==> src/rtl/conv_pkg.sv <==
// conv_pkg: shared definitions for the convolver sequencer.
//   state_t  - sequencer FSM encoding (also exposed on the debug state port)
//   idx_bw() - bit width needed to index n items (minimum 1)
//   KK, W_IDX_BW, ROW_BW, COL_BW - widths for the default 5x5 / 28x28 job
package conv_pkg;

  localparam int STATE_BW = 2;

  typedef enum logic [STATE_BW-1:0] {
    IDLE   = 2'd0,
    LOAD_W = 2'd1,
    STREAM = 2'd2,
    DONE   = 2'd3
  } state_t;

  function automatic int idx_bw(input int n);
    return (n <= 1) ? 1 : $clog2(n);
  endfunction

  localparam int K_DEFAULT = 5;
  localparam int W_DEFAULT = 28;
  localparam int H_DEFAULT = 28;

  localparam int KK       = K_DEFAULT * K_DEFAULT;
  localparam int W_IDX_BW = idx_bw(KK);
  localparam int ROW_BW   = idx_bw(H_DEFAULT);
  localparam int COL_BW   = idx_bw(W_DEFAULT);

endpackage

==> src/rtl/conv_sequencer_if.sv <==
// conv_sequencer_if: control bundle between the stream source / datapath
// and the sequencer.
//   start, abort, weight_valid, pixel_valid : source -> sequencer
//   load_weight, weight_idx, en, out_valid,
//   row, col, busy, done, state             : sequencer -> datapath/observers
// Handshake: a weight is accepted in a cycle where load_weight is high, a
// pixel in a cycle where en is high; both are combinational copies of the
// matching *_valid in the state that consumes it, and there is no
// back-pressure (the sequencer is always ready in that state).
interface conv_sequencer_if #(
  parameter int KERNEL_SIZE = 5,
  parameter int IMG_WIDTH   = 28,
  parameter int IMG_HEIGHT  = 28
);
  import conv_pkg::*;

  localparam int W_IDX_W = idx_bw(KERNEL_SIZE * KERNEL_SIZE);
  localparam int ROW_W   = idx_bw(IMG_HEIGHT);
  localparam int COL_W   = idx_bw(IMG_WIDTH);

  logic               start;
  logic               abort;
  logic               weight_valid;
  logic               pixel_valid;
  logic               load_weight;
  logic [W_IDX_W-1:0] weight_idx;
  logic               en;
  logic               out_valid;
  logic [ROW_W-1:0]   row;
  logic [COL_W-1:0]   col;
  logic               busy;
  logic               done;
  state_t             state;

  modport master (
    output start, abort, weight_valid, pixel_valid,
    input  load_weight, weight_idx, en, out_valid, row, col, busy, done, state
  );

  modport slave (
    input  start, abort, weight_valid, pixel_valid,
    output load_weight, weight_idx, en, out_valid, row, col, busy, done, state
  );

endinterface

==> src/rtl/conv_sequencer_scan_counter.sv <==
// scan_counter: raster-scan row/column counter.
//   clk, reset : clock, async active-high reset
//   inc        : advance one position (col first, wrapping into row)
//   clear      : return to (0,0); wins over inc
//   row, col   : current position
//   last       : position is (IMG_HEIGHT-1, IMG_WIDTH-1)
// Stepping from the last position wraps to (0,0).
module scan_counter
  import conv_pkg::*;
#(
  parameter int IMG_WIDTH  = 28,
  parameter int IMG_HEIGHT = 28,
  localparam int ROW_W = idx_bw(IMG_HEIGHT),
  localparam int COL_W = idx_bw(IMG_WIDTH)
) (
  input  logic             clk,
  input  logic             reset,
  input  logic             inc,
  input  logic             clear,
  output logic [ROW_W-1:0] row,
  output logic [COL_W-1:0] col,
  output logic             last
);

  localparam logic [ROW_W-1:0] ROW_LAST = ROW_W'(IMG_HEIGHT - 1);
  localparam logic [COL_W-1:0] COL_LAST = COL_W'(IMG_WIDTH - 1);

  always_ff @(posedge clk or posedge reset) begin
    if (reset) begin
      row <= '0;
      col <= '0;
    end else if (clear) begin
      row <= '0;
      col <= '0;
    end else if (inc) begin
      if (col == COL_LAST) begin
        col <= '0;
        row <= (row == ROW_LAST) ? '0 : row + ROW_W'(1);
      end else begin
        col <= col + COL_W'(1);
      end
    end
  end

  assign last = (row == ROW_LAST) && (col == COL_LAST);

endmodule

==> src/rtl/conv_sequencer.sv <==
// conv_sequencer: two-phase job control for the convolver datapath.
// Loads KERNEL_SIZE^2 weights, then streams an IMG_WIDTH x IMG_HEIGHT frame,
// flagging (one cycle late) every accepted pixel whose KxK window is fully
// inside the image.
//   clk, reset : clock, async active-high reset
//   bus        : conv_sequencer_if slave (requests in, enables/status out,
//                plus the FSM state for observation)
module conv_sequencer
  import conv_pkg::*;
#(
  parameter int KERNEL_SIZE = 5,
  parameter int IMG_WIDTH   = 28,
  parameter int IMG_HEIGHT  = 28
) (
  input  logic           clk,
  input  logic           reset,
  conv_sequencer_if.slave bus
);

  localparam int W_IDX_W = idx_bw(KERNEL_SIZE * KERNEL_SIZE);
  localparam int ROW_W   = idx_bw(IMG_HEIGHT);
  localparam int COL_W   = idx_bw(IMG_WIDTH);

  localparam logic [W_IDX_W-1:0] W_IDX_LAST = W_IDX_W'(KERNEL_SIZE * KERNEL_SIZE - 1);
  localparam logic [ROW_W-1:0]   ROW_FIRST  = ROW_W'(KERNEL_SIZE - 1);
  localparam logic [COL_W-1:0]   COL_FIRST  = COL_W'(KERNEL_SIZE - 1);

  state_t             state_q, state_d;
  logic [W_IDX_W-1:0] widx_q;
  logic               widx_inc, widx_clr;
  logic               cnt_inc, cnt_clr;
  logic               ov_q, ov_d;
  logic               load_weight, en;
  logic [ROW_W-1:0]   row;
  logic [COL_W-1:0]   col;
  logic               last;

  scan_counter #(
    .IMG_WIDTH  (IMG_WIDTH),
    .IMG_HEIGHT (IMG_HEIGHT)
  ) u_scan (
    .clk   (clk),
    .reset (reset),
    .inc   (cnt_inc),
    .clear (cnt_clr),
    .row   (row),
    .col   (col),
    .last  (last)
  );

  always_ff @(posedge clk or posedge reset) begin
    if (reset) begin
      state_q <= IDLE;
      widx_q  <= '0;
      ov_q    <= 1'b0;
    end else begin
      state_q <= state_d;
      ov_q    <= ov_d;
      if (widx_clr)      widx_q <= '0;
      else if (widx_inc) widx_q <= widx_q + W_IDX_W'(1);
    end
  end

  always_comb begin
    state_d     = state_q;
    load_weight = 1'b0;
    en          = 1'b0;
    widx_inc    = 1'b0;
    widx_clr    = 1'b0;
    cnt_inc     = 1'b0;
    cnt_clr     = 1'b0;
    ov_d        = 1'b0;

    case (state_q)
      IDLE: begin
        if (bus.start) begin
          state_d  = LOAD_W;
          widx_clr = 1'b1;
          cnt_clr  = 1'b1;
        end
      end
      LOAD_W: begin
        load_weight = bus.weight_valid;
        if (bus.weight_valid) begin
          if (widx_q == W_IDX_LAST) begin
            state_d  = STREAM;
            widx_clr = 1'b1;
            cnt_clr  = 1'b1;
          end else begin
            widx_inc = 1'b1;
          end
        end
      end
      STREAM: begin
        en = bus.pixel_valid;
        if (bus.pixel_valid) begin
          cnt_inc = 1'b1;
          // Window is complete once the pixel at (row,col) is the bottom-right
          // corner of a KxK block that lies inside the frame.
          ov_d = (row >= ROW_FIRST) && (col >= COL_FIRST);
          if (last) state_d = DONE;
        end
      end
      DONE: begin
        state_d = IDLE;
      end
      default: begin
        state_d = IDLE;
      end
    endcase

    // Cancel overrides everything decided above in the same cycle.
    if (bus.abort) begin
      state_d     = IDLE;
      load_weight = 1'b0;
      en          = 1'b0;
      widx_inc    = 1'b0;
      widx_clr    = 1'b1;
      cnt_inc     = 1'b0;
      cnt_clr     = 1'b1;
      ov_d        = 1'b0;
    end
  end

  assign bus.load_weight = load_weight;
  assign bus.weight_idx  = widx_q;
  assign bus.en          = en;
  assign bus.out_valid   = ov_q;
  assign bus.row         = row;
  assign bus.col         = col;
  assign bus.busy        = (state_q == LOAD_W) || (state_q == STREAM);
  assign bus.done        = (state_q == DONE);
  assign bus.state       = state_q;

endmodule

==> src/flat_wrapper.sv <==
// flat-port wrapper written by rule: the top's interface ports become plain ports
module conv_sequencer_flat import conv_pkg::*;
#(
  parameter int KERNEL_SIZE = 5,
  parameter int IMG_WIDTH   = 28,
  parameter int IMG_HEIGHT  = 28
)
  (clk, reset, bus_start, bus_abort, bus_weight_valid, bus_pixel_valid, bus_load_weight, bus_weight_idx, bus_en, bus_out_valid, bus_row, bus_col, bus_busy, bus_done, bus_state);
  conv_sequencer_if #(.KERNEL_SIZE(KERNEL_SIZE), .IMG_WIDTH(IMG_WIDTH), .IMG_HEIGHT(IMG_HEIGHT)) bus_i ();
  input  logic clk;
  input  logic reset;
  input wire logic [$bits(bus_i.start)-1:0] bus_start;
  input wire logic [$bits(bus_i.abort)-1:0] bus_abort;
  input wire logic [$bits(bus_i.weight_valid)-1:0] bus_weight_valid;
  input wire logic [$bits(bus_i.pixel_valid)-1:0] bus_pixel_valid;
  output wire logic [$bits(bus_i.load_weight)-1:0] bus_load_weight;
  output wire logic [$bits(bus_i.weight_idx)-1:0] bus_weight_idx;
  output wire logic [$bits(bus_i.en)-1:0] bus_en;
  output wire logic [$bits(bus_i.out_valid)-1:0] bus_out_valid;
  output wire logic [$bits(bus_i.row)-1:0] bus_row;
  output wire logic [$bits(bus_i.col)-1:0] bus_col;
  output wire logic [$bits(bus_i.busy)-1:0] bus_busy;
  output wire logic [$bits(bus_i.done)-1:0] bus_done;
  output wire logic [$bits(bus_i.state)-1:0] bus_state;
  assign bus_i.start = bus_start;
  assign bus_i.abort = bus_abort;
  assign bus_i.weight_valid = bus_weight_valid;
  assign bus_i.pixel_valid = bus_pixel_valid;
  assign bus_load_weight = bus_i.load_weight;
  assign bus_weight_idx = bus_i.weight_idx;
  assign bus_en = bus_i.en;
  assign bus_out_valid = bus_i.out_valid;
  assign bus_row = bus_i.row;
  assign bus_col = bus_i.col;
  assign bus_busy = bus_i.busy;
  assign bus_done = bus_i.done;
  assign bus_state = bus_i.state;
  conv_sequencer #(.KERNEL_SIZE(KERNEL_SIZE), .IMG_WIDTH(IMG_WIDTH), .IMG_HEIGHT(IMG_HEIGHT)) u_core (.clk(clk), .reset(reset), .bus(bus_i));
endmodule
==> config.mk <==
export PLATFORM = sky130hd
export DESIGN_NAME = conv_sequencer_flat
export DESIGN_NICKNAME = d
export VERILOG_FILES = /design/src/rtl/conv_pkg.sv /design/src/rtl/conv_sequencer_if.sv /design/src/rtl/conv_sequencer_scan_counter.sv /design/src/rtl/conv_sequencer.sv /design/src/flat_wrapper.sv
export SDC_FILE = /design/constraint.sdc
export NUM_CORES = 1
export LEC_CHECK = 0
export BUFFER_PORTS_ARGS = -buffer_cell sky130_fd_sc_hd__buf_2
export CORE_AREA = 2 2 48 50
export CTS_CLUSTER_SIZE = 30
export DETAILED_ROUTE_END_ITERATION = 8
export DIE_AREA = 0 0 50 52
export GPL_TIMING_DRIVEN = 1
export PLACE_DENSITY = 0.81
export SLEW_MARGIN = 20
export SYNTH_ARGS = -nofsm -noshare
export SYNTH_HDL_FRONTEND = slang
export SYNTH_SLANG_ARGS = --single-unit
==> constraint.sdc <==
create_clock -name clk -period 3.5 [get_ports clk]
set_clock_uncertainty 0.05 [all_clocks]
set_input_delay 0.35 -clock clk [delete_from_list [all_inputs] [get_ports clk]]
set_output_delay 0.35 -clock clk [all_outputs]
set_load 0.01 [all_outputs]
==> metrics.md, run 1 <==
| Metric | Value |
|---|---|
| Max-cap viol count | 0 |
| Cell chain of the critical path | ha_1 > and4b_1 > nand3_2 > a221oi_2 > o221a_1 |
| Clock transition time at the flip-flop clock pins of the worst setup and hold paths | 0.10 ns |
| Most area-consuming cells after synthesis | sky130_fd_sc_hd__dfrtp_1, sky130_fd_sc_hd__ha_1, sky130_fd_sc_hd__a21oi_1 |
| TritonCTS buffer count | 3 |
| Synth-to-Final Area Change | 15.1% |
| CTS tree | yes |
| # nets final | 165 |
| Maximum number of buffers from clock root to sink | 2 |
| Hold-fix buffer count after cts | 0 |
| Post-route ant nets | 0 |
| Power density over the cells | roughly 400 nW/um^2 |
| Fraction of the cycle the final worst path needs | between 50 and 60% |
| Most common flop cell mapped by yosys | sky130_fd_sc_hd__dfrtp_1 |
| Placeable Area | ~2100 um^2 |
| Number of synthesized register bits | 18 |
| Starting density of the core | 52.8% |
| CTS H-Tree Depth | 1 |
| Yosys top cell by area | sky130_fd_sc_hd__dfrtp_1 |
| GPL Wtd Cong | 0.778 |
| Initial drt markers | 26 |
| Average cell area after synthesis | a little over 9 um^2 |
| Area of the mapped netlist | 1110 um^2 |
| Clock latency of the later-clocked register in the worst-skew pair | ~0.28 ns |
| Global Route Usage Sum | roughly a fifth |
| Synth async-reset ratio | 100% |
| Post-synthesis sequential area ratio | 40.5% |
| Data required time of the critical path | 3.67 ns |
| Final sum of negative setup slack | 0 ns |
| Top-level port count | 28 |
| Critical path class | register to register |
| Type of the most critical hold path | input port to async pin |
| Post-synth EDFFs | 0 |
| Average wire per cell in the routed design | 12.6 um |
| Largest stage delay, worst path | 0.44 ns |
| Via count of the routed design | 956 |
| CP endpoint kind | register |
| Fraction of post-synthesis cell area in the top cell type by area | ~40% |
| Post-CTS setup-driven buffer insertion count | 0 |
| Kind of launch point of the worst setup path | register |
| Count of mapped cells out of synthesis | about 120 |
| Peak clock frequency supported by timing | 527 MHz |
| Placed wire-length estimate | 1690 um |
| Transition time of the tightest slew-check pin | 0.677 ns |
| Die width | 50 um |
| DIE AREA | 2600 um^2 |
| Share of final-layout standard cells stronger than drive strength 1 | between 20% and 30% |
| Fin crit period | 1.90 ns |
| Total placed instance area | 1250 um^2 |
| Number of hold-slack violations in the final timing report | 0 |
| Port Buffers | 27 |
| Leak Pwr | 0.000658 uW |
| Nets in the synthesized netlist | 137 |
| Total gr overflow | 0 |
| Kind of cell with the highest combined delay on the critical path | simple AND/OR/NAND/NOR gates |
| Vias in the first global route | 934 |
| Clock sink total | 18 |
| Antenna Cells | 0 |
| WP data arrival | 2.07 ns |
| Cell chosen for the clock root | sky130_fd_sc_hd__clkbuf_4 |
| Status | complete, no violations |
| Num rows | 17 |
| Antenna violations before repair | 0 |
| Overall die height | 52 um |
| Largest voltage drop on the vdd net | 345 uV |
| Count of synthesis-stage warnings from yosys | 0 |
| Commonest cells in the synthesized netlist | sky130_fd_sc_hd__dfrtp_1, sky130_fd_sc_hd__inv_1, sky130_fd_sc_hd__nor2_1 |
| Dominant cell by count in the synthesized netlist | sky130_fd_sc_hd__dfrtp_1 |
| Cell area after layout | 1280 um^2 |
| Detail-routed via count per cell | 5.46 |
| Highest net fanout along the worst path | 9 |
| Total of cells resized after clock tree synthesis | 0 |
| Unrepaired setup endpoints after global routing | no |
| Iteration count of the initial detailed-routing pass | 4 |
| Synth cell types | 33 |
| Slew headroom | 54.8% |
| Drt drc | 0 |
| Largest net degree at the start of global routing | 19 |
| Max-slew violation total from the final report | 0 |
| Aggregate routed wire length | roughly 2200 um |
| First-pass GRT wire length | 3870 um |
| Buffering stage count on the worst path with inverters included | 0 |
| Slowest CP cell | sky130_fd_sc_hd__dfrtp_1 |
| Final setup viols | 0 |
==> worst paths after layout <==
check	from	end	slack, ns	depth (start not counted)
worst max-delay path	u_core.u_scan.col[0]	u_core.bus.state[0]	1.60	5
worst max register to register	u_core.u_scan.col[0]	u_core.bus.state[0]	1.60	5
worst min register to register	u_core.u_scan.col[4]	u_core.u_scan.col[4]	0.51	1
max in group asynchronous	reset	u_core.bus.weight_idx[0]	2.86	2
min in group clk	bus_abort	u_core.bus.out_valid	0.31	2
worst min-delay path	reset	u_core.u_scan.row[1]	0.10	2
==> state kept, by name (all words and copies together) (netlist names) <==
register / cells
u_core.bus.weight_idx: 5
u_core.bus.out_valid: 1
u_core.u_scan.row: 5
u_core.u_scan.col: 5
u_core.bus.state: 2
==> per-layer routing <==
metal | GRT usage (%) | share of wire [%] | wire [um]
met5 | 0 | 0 | 0
met4 | 6.02 | 0.64 | 14
met2 | 33.1 | 50 | 1090
met3 | 2.59 | 4.3 | 94
met1 | 25.0 | 46 | 1000
==> layout by cell type (no fill, tap or decap), drive strengths merged, types with 2 or more instances in the layout <==
cell | netlist | final
nand2 | 11 | 11
nand4b | 2 | 2
a21oi | 9 | 9
a311oi | 2 | 2
nor4 | 2 | 2
buf | 3 | 27
nor2 | 12 | 12
nor3 | 4 | 4
nand3 | 8 | 8
and3 | 3 | 3
inv | 12 | 12
and4b | 3 | 3
dfrtp | 18 | 18
ha | 10 | 10
and2 | 2 | 2
mux2i | 3 | 3
nand4 | 3 | 3
xnor2 | 3 | 3
o21ai | 2 | 2
clkbuf | 1 | 3
==> final cells by class <==
type                            instances  area [um^2]
Fill cell                             180          826
Tap cell                               28         35.0
Inverter                               12         45.0
Clock buffer                            3         22.5
Timing Repair Buffer                   27          135
Multi-Input combinational cell         87          592
Sequential cell                        18          450
==> power by group <==
group	internal, uW	leakage (uW)	total, uW	switching [uW]
Sequential	219	0.000250	234	15.0
Clock	39.8	0.0000138	97.0	57.2
Combinational	73.1	0.000394	177	104
Total	332	0.000658	509	176
==> metrics by stage <==
| stage | total power (uW) | setup slack, ns | instances | hold WS [ns] | utilization, % |
|---|---|---|---|---|---|
| after floorplan | 368 | 1.82 | 121 | 0.239 | - |
| after global placement | 409 | 1.53 | 172 | 0.436 | 59.5 |
| after detailed placement | 414 | 1.44 | 172 | 0.439 | 59.5 |
| after CTS | 512 | 1.42 | 175 | 0.131 | 60.6 |
| after global routing | 547 | 1.48 | 175 | 0.150 | 60.8 |
| final | 509 | 1.60 | 175 | 0.104 | 60.8 |
==> logic make-up after synthesis <==
logic type	count (synthesis)	share of synthesized area, %
compound gates	16	9.56
mux	3	2.70
buf+inv	16	6.64
simple gates	54	26.2
flops	18	40.5
xor+xnor	4	3.15
fa+ha+maj	10	11.2
Note: power is estimated with default switching activity, not from simulation.
==> run 2, diff against run 1 <==
Settings changed: CORE_AREA 2 2 48 50 to 2 2 52 54, DIE_AREA 0 0 50 52 to 0 0 54 56, PLACE_DENSITY 0.81 to 0.73.
Clock period 3.5 ns to 1.7 ns, I/O delays scaled along.
==> metrics.md, run 2 (synthesis gave the netlist of run 1 again) <==
| Metric | Value |
|---|---|
| CTS tree | yes |
| Type of the most critical hold path | input port to register |
| CP endpoint kind | register |
| Final core utilization | 58.2% (-2.6 points) |
| Worst hold slack after final layout | 0.117 ns (+0.0134 ns) |
| Synth-to-Final Area Change | 27.3% |
| Hold Path Cell Cnt | 2 |
| Post-route ant nets | 0 (unchanged) |
| Highest-count cells in the layout ignoring fill and taps | sky130_fd_sc_hd__buf_2, sky130_fd_sc_hd__dfrtp_1, sky130_fd_sc_hd__buf_4, sky130_fd_sc_hd__nor2_1, sky130_fd_sc_hd__inv_1 |
| Number of fillers in the final layout | 204 (+13%) |
| Final setup viols | 0 (unchanged) |
| CTS H-Tree Depth | 1 (unchanged) |
| Post-placement worst setup slack | 0.0645 ns (-1.37 ns) |
| Placeable Area | 2430 um^2 (+16%) |
| Depth of the most critical reg-to-reg path | 6 (+1) |
| Final std cells w/o fill | 193 (+10%) |
| # nets final | 180 (+9.1%) |
| Critical path class | register to register |
| Slew headroom | 55.5% (+0.71 points) |
| Aggregate routed wire length | 2410 um (+9.6%) |
| Reg-to-reg endpoint | u_core.bus.state[1] |
| Vias in the first global route | 888 (-4.9%) |
| Data required time of the critical path | 1.87 ns (-1.80 ns) |
| Largest net degree at the start of global routing | 19 (unchanged) |
| Final worst slack | 0.0682 ns (-1.53 ns) |
| Clock latency of the later-clocked register in the worst-skew pair | 0.29 ns (about the same) |
| TritonCTS buffer count | 3 (unchanged) |
| Clock transition time at the flip-flop clock pins of the worst setup and hold paths | 0.10 ns (about the same) |
| Highest net fanout along the worst path | 5 (-4) |
| Initial drt markers | 21 (-19%) |
| Worst hold path startpoint | bus_abort |
| Number of hold-slack violations in the final timing report | 0 (unchanged) |
| Power density over the cells | 826 nW/um^2 (+110%) |
| Total gr overflow | 0 (unchanged) |
| End of the worst hold path | u_core.bus.out_valid |
| WP data arrival | 1.80 ns (-0.27 ns) |
| Transition time of the tightest slew-check pin | 0.666 ns (-0.0106 ns) |
| DIE AREA | 3020 um^2 (+16%) |
| Drt drc | 0 (unchanged) |
| Clock sink total | 18 (unchanged) |
| Via count of the routed design | 1,021 (+6.8%) |
| Critical R2R Launch | u_core.bus.weight_idx[1] |
| Top-level port count | 28 (unchanged) |
| Max-slew violation total from the final report | 0 (unchanged) |
| Fin crit period | 1.63 ns (-0.266 ns) |
| Antenna violations before repair | 0 (unchanged) |
| Global Route Usage Sum | 16.8% (-2.5 points) |
| Largest voltage drop on the vdd net | 765 uV (+120%) |
| Leak Pwr | 0.000741 uW (+13%) |
| Total instance count after detailed placement | 185 (+7.6%) |
| Fraction of the cycle the final worst path needs | 96.0% (+42 points) |
| Cell chosen for the clock root | sky130_fd_sc_hd__clkbuf_4 |
| Port Buffers | 27 (unchanged) |
| Status | complete, no violations |
| Maximum number of buffers from clock root to sink | 2 (unchanged) |
| Share of final-layout standard cells stronger than drive strength 1 | 33.7% (+9.9 points) |
| GPL Wtd Cong | 0.815 (+4.8%) |
| Power after layout | 1170 uW (+130%) |
| Num rows | 18 (+1) |
| Iteration count of the initial detailed-routing pass | 4 (unchanged) |
| Die width | 54 um (+8.0%) |
| First-pass GRT wire length | 3890 um (+0.54%) |
| Overall die height | 56 um (+7.7%) |
| Placed wire-length estimate | 1820 um (+7.6%) |
| Starting density of the core | 45.7% (-7.1 points) |
| Most frequent standard cell in the layout excluding fill and tap cells | sky130_fd_sc_hd__buf_2 |
| Kind of launch point of the worst setup path | register |
| Peak clock frequency supported by timing | 613 MHz (+16%) |
| Antenna Cells | 0 (unchanged) |
| Max-cap viol count | 0 (unchanged) |
| Average wire per cell in the routed design | 12.5 um (-0.64%) |
| Worst reg2reg setup slack | 0.07 ns (-1.53 ns) |
| Detail-routed via count per cell | 5.29 (-3.2%) |
## run 2: timing repair
action                                 CTS  global route
endpoints found under the hold margin   18             0
hold buffers                             1             0
setup endpoints to repair                0             6
setup buffers                            0             3
gates resized for setup                  0             6
## run 2: final cells by class
cell class | instances | area [um^2] | area share (%)
clock buffer | 4 | 36.3 | 2.56
inverter | 12 | 45.0 | 3.18
multi-input combinational | 87 | 597 | 42.1
sequential | 18 | 450 | 31.8
tap | 30 | 37.5 | 2.65
timing repair buffer | 42 | 250 | 17.7
## run 2: worst max-delay path by stage
stage	startpoint	slack, ns	to
floorplan	u_core.bus.state[0]	0.02	u_core.u_scan.row[3]
CTS	u_core.bus.state[0]	0.02	bus_en
global placement	u_core.u_scan.row[0]	0.13	u_core.bus.state[1]
global route	u_core.bus.weight_idx[1]	-0.02	u_core.bus.state[1]
finish	u_core.bus.weight_idx[1]	0.07	u_core.bus.state[1]
detailed placement	u_core.u_scan.row[0]	0.06	u_core.bus.state[0]
## run 2: worst max-delay path: stages, from the launching register on
cell and delay [ns]:
sky130_fd_sc_hd__dfrtp_1 0.44, sky130_fd_sc_hd__inv_1 0.07, sky130_fd_sc_hd__ha_1 0.14, sky130_fd_sc_hd__nand4b_1 0.18, sky130_fd_sc_hd__o21a_1 0.24, sky130_fd_sc_hd__a221oi_2 0.24
sky130_fd_sc_hd__mux2i_1 0.21
## run 2: routing by layer
metal / share of wire, % / wire length, um / GRT usage (%)
met5: 0 / 0 / 0
met4: 0.79 / 19 / 4.29
met3: 4.5 / 109 / 3.23
met2: 50 / 1220 / 26.8
met1: 44 / 1070 / 22.8
## run 2: stage by stage
stage	instance area, um^2	setup TNS [ns]
3_3_place_gp	1340	0
2_1_floorplan	1110	0
5_1_grt	1420	-0.0545
6_report	1420	0
3_5_place_dp	1340	0
4_1_cts	1390	0
## run 2: where the power goes
part / internal (uW) / switching [uW]
combinational: 194 / 239
clock: 130 / 132
sequential: 451 / 24.0
total: 775 / 395
